<file path="config.mk">
export PLATFORM = sky130hd
export DESIGN_NAME = exmem_latch
export DESIGN_NICKNAME = d
export VERILOG_FILES = /design/src/rtl/exmem_latch.sv
export SDC_FILE = /design/constraint.sdc
export NUM_CORES = 1
export LEC_CHECK = 0
export CORE_MARGIN = 2
export CORE_UTILIZATION = 51
export DETAILED_ROUTE_END_ITERATION = 10
export HOLD_SLACK_MARGIN = 0.06
export PLACE_DENSITY = 0.86
export SLEW_MARGIN = 10
export SYNTH_ARGS = -nofsm -noshare
export SYNTH_HDL_FRONTEND = slang
export SYNTH_SLANG_ARGS = --single-unit
</file>
<file path="constraint.sdc">
create_clock -name CLK -period 2.03 [get_ports CLK]
set_clock_uncertainty 0.1 [all_clocks]
set_input_delay 0.609 -clock CLK [delete_from_list [all_inputs] [get_ports CLK]]
set_output_delay 0.609 -clock CLK [all_outputs]
set_load 0.05 [all_outputs]
</file>
<file path="src/rtl/exmem_latch.sv">
// exmem_latch: EX->MEM pipeline register with a two-entry skid buffer and branch resolution.
// Ports: CLK/nRST (async active-low) clock and reset; flush squashes all buffered entries.
//        in_valid/in_ready plus the ALU result, flags, store data and EX controls form the input packet.
//        out_valid/out_ready plus the out_* fields form the registered MEM-stage packet.
//        Build option EXMEM_OVF_TRAP_EN adds ovf_trap_en in and out_ovf_exc out.
module exmem_latch #(
    parameter int WORD_W = 32,
    parameter int REG_AW = 5
) (
    input  logic              CLK,
    input  logic              nRST,
    input  logic              flush,
    input  logic              in_valid,
    output logic              in_ready,
    input  logic [WORD_W-1:0] alu_res,
    input  logic              flag_z,
    input  logic              flag_n,
    input  logic              flag_v,
    input  logic [WORD_W-1:0] store_data,
    input  logic [REG_AW-1:0] dst_reg,
    input  logic              reg_wen,
    input  logic              mem_ren,
    input  logic              mem_wen,
    input  logic              br_beq,
    input  logic              br_bne,
`ifdef EXMEM_OVF_TRAP_EN
    input  logic              ovf_trap_en,
    output logic              out_ovf_exc,
`endif
    output logic              out_valid,
    input  logic              out_ready,
    output logic [WORD_W-1:0] out_res,
    output logic [WORD_W-1:0] out_store_data,
    output logic [REG_AW-1:0] out_dst_reg,
    output logic              out_reg_wen,
    output logic              out_mem_ren,
    output logic              out_mem_wen,
    output logic              out_flag_n,
    output logic              out_flag_v,
    output logic              out_br_taken
);
    typedef struct packed {
        logic [WORD_W-1:0] res;
        logic [WORD_W-1:0] sd;
        logic [REG_AW-1:0] dst;
        logic              rw;
        logic              mr;
        logic              mw;
        logic              n;
        logic              v;
        logic              bt;
`ifdef EXMEM_OVF_TRAP_EN
        logic              ovf;
`endif
    } pkt_t;

    pkt_t in_pkt, m, s;
    logic m_valid, s_valid;
    logic accept, pop;

    // Ready depends only on registered state so out_ready never reaches in_ready combinationally.
    assign in_ready = ~s_valid;
    assign accept   = in_valid & in_ready;
    assign pop      = m_valid & out_ready;

    always_comb begin
        in_pkt     = '0;
        in_pkt.res = alu_res;
        in_pkt.sd  = store_data;
        in_pkt.dst = dst_reg;
        in_pkt.rw  = reg_wen;
        in_pkt.mr  = mem_ren;
        in_pkt.mw  = mem_wen;
        in_pkt.n   = flag_n;
        in_pkt.v   = flag_v;
        in_pkt.bt  = (br_beq & flag_z) | (br_bne & ~flag_z);
`ifdef EXMEM_OVF_TRAP_EN
        // A trapping overflow suppresses the architectural writes of its own packet.
        in_pkt.ovf = flag_v & ovf_trap_en;
        in_pkt.rw  = reg_wen & ~(flag_v & ovf_trap_en);
        in_pkt.mw  = mem_wen & ~(flag_v & ovf_trap_en);
`endif
    end

    always_ff @(posedge CLK or negedge nRST) begin
        if (!nRST) begin
            m_valid <= 1'b0;
            s_valid <= 1'b0;
            m       <= '0;
            s       <= '0;
        end else if (flush) begin
            m_valid <= 1'b0;
            s_valid <= 1'b0;
        end else if (!m_valid || pop) begin
            // S holds the younger packet, so it always refills M before new input.
            if (s_valid) begin
                m       <= s;
                s_valid <= 1'b0;
            end else if (accept) begin
                m       <= in_pkt;
                m_valid <= 1'b1;
            end else begin
                m_valid <= 1'b0;
            end
        end else if (accept) begin
            s       <= in_pkt;
            s_valid <= 1'b1;
        end
    end

    assign out_valid      = m_valid;
    assign out_res        = m.res;
    assign out_store_data = m.sd;
    assign out_dst_reg    = m.dst;
    assign out_reg_wen    = m.rw & m_valid;
    assign out_mem_ren    = m.mr & m_valid;
    assign out_mem_wen    = m.mw & m_valid;
    assign out_flag_n     = m.n;
    assign out_flag_v     = m.v;
    assign out_br_taken   = m.bt;
`ifdef EXMEM_OVF_TRAP_EN
    assign out_ovf_exc    = m.ovf;
`endif
endmodule

</file>
Word-level counts from Yosys, hierarchy flattened
Cells that the tools add are included.
{"block": "op_classes", "add_sub_neg": 0, "n_mul": 0, "n_div": 0, "n_lt_le_gt_ge": 0, "n_eq_ne": 1, "shift": 0, "n_mux": 9, "bitwise_logic": 12, "reduce_logical": 8}
{"cell": "2-to-1 mux 75 bit", "count": 2}
{"cell": "AND 1 bit", "count": 7}
{"cell": "2-to-1 mux 1 bit", "count": 7}
{"cell": "AND reduction 3 bit", "count": 2}
{"cell": "NOT 1 bit", "count": 4}
{"cell": "nonzero test 2 bit", "count": 2}
{"cell": "nonzero test 3 bit", "count": 1}
{"cell": "inequality test 2 bit, second input constant", "count": 1}
{"cell": "AND reduction 2 bit", "count": 1}
{"cell": "zero test 1 bit", "count": 1}
{"cell": "logical OR 1 bit", "count": 1}
{"cell": "bitwise OR 1 bit", "count": 1}
{"block": "totals", "ff_bits": 152, "latchBits": 0, "ram_bits": 0, "romBits": 0, "in_bits": 82, "out_inout_bits": 77, "elab_cells": 50, "n_memories": 0}

Depth between registers and ports, before layout
Gate-level depths: netlist of run 1.
{"block": "depth", "depth_word": 6, "ltp_mapped": 6, "mapped_depth_nobuf": 3}

Least setup slack after synthesis of run 1
No wires, ideal clock.
{"block": "synth_path", "path_kind": "reg2reg", "startpoint": "register m_valid, in the netlist out_valid", "endpoint": "register s[23] in the netlist's numbering", "setup_time_ns": 0.127, "arrival_time_ns": 1.716, "required_time_ns": 1.803, "setup_slack_ns": 0.086, "stages_incl_launch_ff": 6, "n_path_buf": 2, "period_less_slack_ns": 1.944, "cell_sequence": "dfrtp_1 nand2b_1 nor3_2 buf_4 buf_6 mux2_1"}
{"block": "synth_via", "elab_chain_len": 4, "elab_cells_between_ends": 5, "classes_between": "2 x bitwise; 3 x reduce/logical"}
{"item": "start: declaration", "line": "58", "rtl": "logic m_valid, s_valid;"}
{"item": "start signal: assignment", "line": "87", "rtl": "m_valid <= 1'b0;"}
{"item": "start signal: assignment", "line": "92", "rtl": "m_valid <= 1'b0;"}
{"item": "start signal: assignment", "line": "101", "rtl": "m_valid <= 1'b1;"}
{"item": "AND 1 bit / zero test 1 bit (equally long branches)", "line": "64, 94"}
{"item": "logical OR 1 bit *", "line": "94", "rtl": "end else if (!m_valid || pop) begin"}
{"item": "NOT 1 bit (no source line) *"}
{"item": "AND reduction 3 bit (no source line) *"}
{"item": "end signal: assignment", "line": "106", "rtl": "s <= in_pkt;"}
{"item": "end: declaration", "line": "57", "rtl": "pkt_t in_pkt, m, s;"}
Mark *: on every way between the ends. The rest lies on a longest branch, timed or not.
A chain may end at the register's enable or synchronous reset.

Worst setup path in the final report of run 1
{"block": "layout_path", "startpoint": "input out_ready", "endpoint": "register s[14] in the netlist's numbering"}
{"block": "layout_via", "elab_chain_len": 4}
{"item": "start: declaration", "line": "31", "rtl": "input logic out_ready,"}
{"item": "AND 1 bit", "line": "64", "rtl": "assign pop = m_valid & out_ready;"}
{"item": "logical OR 1 bit", "line": "94"}
{"item": "NOT 1 bit (no source line)"}
{"item": "AND reduction 3 bit (no source line)"}
Every way passes these cells.

==> summary.md, run 1 <==
| Metric | Value |
|---|---|
| Total vias in the final route | 4,055 |
| Synth warn | 0 |
| Peak supply drop | 0.622 mV |
| Clock sink count | 152 |
| Port bufs | 158 |
| Post-synth top flop | dfrtp_1 |
| RSZ-0062 raised after global routing | yes |
| Root buffer cell | clkbuf_16 |
| Syn nets | 569 |
| Synth cell types | 19 |
| Slew of the pin with the lowest slew margin | 0.409 ns |
| Cell Count Post-Placement | 751 |
| R2r worst-path depth | 5 |
| Leakage | 0.00391 uW |
| CTS tree | yes |
| Critical Path Sink Type | register |
| Post-route antenna net violation count | 0 |
| Tot Pwr | 9830 uW |
| Ports | 159 |
| Row Count | 43 |
| Non-filler cells, final | 783 |
| Sequential share of the synthesized area | 53.0% |
| Fin. Hold Viols | 0 |
| Diodes inserted | 0 |
| Biggest register | s |
| Logic pwr share | 26.1% |
| DRC errors left | 0 |
| Most common library cells after synthesis | dfrtp_1 (152), mux2_2 (147), mux2_1 (77) |
| Setup violators final | 0 |
| All-Layer GR Usage | 19.0% |
| Die Height | 123 um |
| Fillers | 982 |
| Asr flop ratio synth | 100% |
| Cells after Synth | 487 |
| Cts bufs inserted | 17 |
| Placed Area | 0.00837 mm2 |
| Period minus WS final | 1.99 ns |
| Dpl hpwl | 9540 um |
| Worst r2r src | s_valid |
| Drt pass-1 iters | 4 |
| Top cell type's share of synthesized area | 53.0% |
| Vias/cell | 5.18 |
| Finished layout cell area | 0.00902 mm2 |
| Initial Utilization | 51.9% |
| DIE AREA | 0.0150 mm2 |
| DRT Wirelength | 13,900 um |
| Top-count cell post-synth | dfrtp_1 |
| Slew Limit Fails | 0 |
| CP arrival | 2.19 ns |
| Synth area leaders | dfrtp_1 (53%), mux2_2 (23%), mux2_1 (12%), buf_4 (7.3%), buf_6 (2.4%) |
| Largest net degree at the start of global routing | 49 |
| H-tree Lvls | 4 |
| First-pass GRT wire length | 21,800 um |
| Max reg flops | 75 |
| Worst-path fanout max | 18 |
| Internal power | 6810 uW |
| Area growth, synth to finish | 25.7% |
| Syn avg cell area | 14.7 um2 |
| Nets@finish | 674 |
| Status | completed |
| Critical Setup Path Class | in2reg |
| CP startpoint | out_ready |
| Ratio of cells with drive above 1 in the final layout | 46.6% |
| Headroom to the max-slew limit | 72.7% |
| Insertion delay to the later sink of the worst-skew pair | 0.42 ns |
| Reg power frac | 41.2% |
| Period utilization | 98.0% |
| FF-to-FF setup slack | 0.21 ns |
| EDFF count, synth | 0 |
| Die width | 123 um |
| Setup crit start kind | input port |
| Final core occ | 65.2% |
| Clock power share | 32.7% |
| Core area | 0.0138 mm2 |
| Dominant cell type by area after synthesis | dfrtp_1 |
| Final Wtd Congestion | 0.729 |
| Remaining Overflow, GRT | 0 |
| Vias in the first global route | 4,377 |
| Post-Syn Area | 0.00717 mm2 |
| Critical path endpoint | s[14] |
| Antenna violations before repair | 0 |
| Sw Share | 30.7% |
| Sw Pwr | 3020 uW |
| Max Buffers Root-to-Sink | 2 |
| DRT iter0 DRCs | 165 |
| #FFs+latches synth | 152 |
| Fmax | 0.502 GHz |
| Avg WL per Cell | 17.7 um |
| HP Class | reg2reg |
| Pwr/cell area | 1090 mW/mm2 |
| Worst R2R End | s[14] |
| MaxCap Viol Count | 0 |
| Reg clk slew, reported paths | 0.06 ns |
| Worst EP required | 2.23 ns |
per-stage QoR:
| stage | worst slack, ns | TNS (ns) | hold WS (ns) |
|---|---|---|---|
| finish | 0.0397 | 0 | 0.382 |
| detailed placement | -0.380 | -48.20 | 0.371 |
| global placement | -0.330 | -43.29 | 0.361 |
| global route | -0.0101 | -0.0318 | 0.398 |
| floorplan | 0.0861 | 0 | 0.213 |
| CTS | 0.00790 | 0 | 0.384 |
cell type report:
class | count | area [um2] | area share, %
timing repair buffer | 180 | 1730 | 19.2
multi-input combinational | 238 | 2640 | 29.3
clock buffer | 22 | 484 | 5.37
tap | 180 | 225 | 2.50
inverter | 3 | 11.3 | 0.125
sequential | 152 | 3810 | 42.2
clock inverter | 8 | 120 | 1.33
cell usage in the layout, fill, tap and decap left out:
| master | Yosys | routed |
|---|---|---|
| dfrtp_1 | 152 | 151 |
| mux2_2 | 147 | 147 |
| buf_4 | 70 | 83 |
| clkdlybuf4s50_1 | 0 | 80 |
| mux2_1 | 77 | 77 |
| clkbuf_16 | 0 | 18 |
| buf_12 | 0 | 12 |
| clkbuf_8 | 0 | 4 |
| inv_1 | 3 | 3 |
| clkinv_2 | 0 | 3 |
| bufinv_16 | 0 | 3 |
| buf_6 | 15 | 3 |
| and2_1 | 3 | 2 |
| nor2_1 | 2 | 2 |
| o21ai_0 | 2 | 2 |
| clkinvlp_4 | 0 | 2 |
| and2_4 | 0 | 1 |
| o21bai_2 | 1 | 1 |
| a21oi_4 | 0 | 1 |
| nand2b_1 | 1 | 1 |
| nand2b_4 | 1 | 1 |
| nor3_4 | 0 | 1 |
| o32ai_1 | 1 | 1 |
| a21oi_1 | 1 | 1 |
| clkbuf_1 | 1 | 1 |
| dlygate4sd3_1 | 0 | 1 |
| dfrtp_4 | 0 | 1 |
worst min-delay path by stage:
| stage | startpoint | to | slack, ns | depth (start not counted) |
|---|---|---|---|---|
| after global routing | s[64] | s[64] | 0.40 | 1 |
| after detailed placement | s[63] | s[63] | 0.37 | 1 |
| final | s[63] | s[63] | 0.38 | 1 |
| after CTS | s[63] | s[63] | 0.38 | 1 |
| after floorplan | nRST | m[3] | 0.21 | 0 |
| after global placement | s[24] | s[24] | 0.36 | 1 |
cell families (layout without fill, tap and decap cells):
| kind of cell | after synthesis | in the layout | share of synthesized area (%) |
|---|---|---|---|
| AOI/OAI and AO/OA | 6 | 6 | 0.610 |
| buffers and inverters | 97 | 213 | 10.4 |
| DFF | 152 | 152 | 53.0 |
| muxes | 224 | 224 | 35.2 |
| and+or+nand+nor | 8 | 8 | 0.785 |
worst max-delay path, stage by stage:
cell	delay, ns
clkdlybuf4s50_1	0.42
nand2b_1	0.21
nor3_4	0.20
buf_4	0.21
buf_12	0.18
mux2_2	0.35
metal layers:
| metal | track usage, % | share of wire [%] | vias to the layer above |
|---|---|---|---|
| li1 | - | - | 1844 |
| met1 | 22.0 | 41 | 2087 |
| met2 | 33.2 | 52 | 104 |
| met3 | 5.20 | 5.1 | 20 |
| met4 | 7.97 | 1.6 | 0 |
| met5 | 0 | 0 | - |
power groups by stage:
stage	logic, uW	registers, uW	clock network, uW
final	2560	4050	3220
after global routing	2700	4140	3390
after CTS	2590	4050	3280
after detailed placement	2580	4090	0
after global placement	2510	4040	0
after floorplan	2080	4000	0
what timing repair did:
item | CTS | global route
buffers inserted | 0 | 0
hold endpoints to repair | 37 | 0
resized for setup | 1 | 2
cloned | 0 | 1
endpoints found under the setup margin | 1 | 9
hold buffers | 1 | 0
Note: power is estimated with default switching activity, not from simulation.
==> run 2: changes to the inputs <==
- MAX_ROUTING_LAYER: default -> met4
==> run 2 against run 1 <==
Core utilization stayed put. First-iteration DRC count stayed put. Worst setup slack worse by 0.0032 ns. Wire length is 0.48% higher. Die area stayed put. Combinational power hardly changed. Sequential share of layout area stayed put. Final area stayed put. Largest power group unchanged. Highest routed layer unchanged.
==> summary.md, run 2 (same netlist as run 1, synthesis figures left out) <==
| Metric | Value |
|---|---|
| Status | completed |
| Period minus WS final | 1.99 ns |
| Peak supply drop | 0.623 mV |
| CP arrival | 2.19 ns |
| DRT Wirelength | 13,900 um |
| Vias/cell | 5.18 |
| Insertion delay to the later sink of the worst-skew pair | 0.42 ns |
| Max Buffers Root-to-Sink | 2 |
| All-Layer GR Usage | 19.7% |
| Antenna violations before repair | 0 |
| Fmax | 0.502 GHz |
| Tot Pwr | 9830 uW |
| Commonest non-fill, non-tap cell in the layout | dfrtp_1 |
| Setup TNS | 0 ns |
| Largest net degree at the start of global routing | 49 |
| DRC errors left | 0 |
| Fillers | 982 |
| FF-to-FF setup slack | 0.21 ns |
| Total vias in the final route | 4,056 |
| Period utilization | 98.2% |
| Biggest register | s |
| DRT iter0 DRCs | 165 |
| Pre-CTS setup slack | -0.380 ns |
| Area growth, synth to finish | 25.7% |
| Slew of the pin with the lowest slew margin | 0.412 ns |
| Die Height | 123 um |
| Placed Area | 0.00837 mm2 |
| CTS tree | yes |
| Max reg flops | 75 |
| WHS Endpoint | s[29] |
| Setup ws final | 0.0364 ns |
| HP Class | reg2reg |
| Hold path start | s[29] |
| Worst R2R End | s[46] |
| RSZ-0062 raised after global routing | yes |
| Nets@finish | 674 |
| Setup crit start kind | input port |
| Register area | 0.00381 mm2 |
| Clock sink count | 152 |
| Port bufs | 158 |
| Peak per-stage delay on the critical path | 0.42 ns |
| CP startpoint | out_ready |
| Multi-input logic area | 0.00264 mm2 |
| Fin. Hold Viols | 0 |
| Leakage | 0.00391 uW |
| Post-route antenna net violation count | 0 |
| Pwr/cell area | 1090 mW/mm2 |
| First-pass GRT wire length | 21,800 um |
| Worst EP required | 2.22 ns |
| Drt pass-1 iters | 4 |
| Die width | 123 um |
| Core area | 0.0138 mm2 |
| Avg WL per Cell | 17.8 um |
| Critical Setup Path Class | in2reg |
| Slew Limit Fails | 0 |
| DIE AREA | 0.0150 mm2 |
| Most frequent cells in the layout | dfrtp_1 (151), mux2_2 (147), buf_4 (83) |
| MaxCap Viol Count | 0 |
| H-tree Lvls | 4 |
| Root buffer cell | clkbuf_16 |
| Headroom to the max-slew limit | 72.6% |
| Final Wtd Congestion | 0.738 |
| Critical Path Sink Type | register |
| Cts bufs inserted | 17 |
| Diodes inserted | 0 |
| R2r worst-path depth | 5 |
| Setup violators final | 0 |
| Finished layout cell area | 0.00902 mm2 |
| WHS Path Cells | 1 |
| Critical path's slowest cell | clkdlybuf4s50_1 |
| Worst-path fanout max | 12 |
| Initial Utilization | 51.9% |
| # Post-CTS Setup Buffers | 0 |
| Dpl hpwl | 9540 um |
| Vias in the first global route | 4,389 |
| Ports | 159 |
| Remaining Overflow, GRT | 0 |
| Reg clk slew, reported paths | 0.06 ns |
| Ratio of cells with drive above 1 in the final layout | 46.6% |
| Final core occ | 65.2% |
| Worst r2r src | s_valid |
| Row Count | 43 |
| Critical path, cell by cell | clkdlybuf4s50_1 -> nand2b_1 -> nor3_4 -> buf_4 -> clkbuf_16 -> mux2_1 |
## run 2: per-layer routing
metal  GRT usage [%]  vias up  wire length [um]
li1                -     1845                 -
met1            22.2     2101              5730
met2            33.2       99              7300
met3            6.04       11               728
met4            6.68        0               161
met5               -        -                 0
## run 2: area by class of cell
cell class	instances	share of cell area (%)
clock buffer	22	5.37
multi-input combinational	238	29.3
tap	180	2.50
sequential	152	42.2
inverter	3	0.125
timing repair buffer	180	19.2
clock inverter	8	1.33
## run 2: metrics by stage
stage | std cells | hold slack (ns)
after floorplan | 487 | 0.213
after global placement | 751 | 0.361
after detailed placement | 751 | 0.371
after CTS | 782 | 0.384
after global routing | 783 | 0.398
final | 783 | 0.381
## run 2: worst max path at each step
stage,endpoint,slack (ns),cells after the start
5_1_grt,s[72],-0.004,5
6_report,s[46],0.04,6
3_5_place_dp,s[49],-0.38,6
3_3_place_gp,s[74],-0.33,5
4_1_cts,out_reg_wen,0.008,3
2_1_floorplan,s[23],0.09,5
## run 2: repair_timing
action,in CTS,in global routing
hold endpoints to repair,37,0
gates cloned,0,1
setup endpoints to repair,1,5
hold buffers,1,0
resized for setup,1,2
## run 2: critical path: cells and delay by family
kind / cells / cell delay, ns
buffers and inverters: 3 / 0.81
muxes: 1 / 0.34
and+or+nand+nor: 2 / 0.42
## run 2: where the power goes
group | leakage (uW) | switching [uW] | internal (uW)
clock | 0.000294 | 1170 | 2040
combinational | 0.00178 | 1500 | 1070
sequential | 0.00183 | 350 | 3700
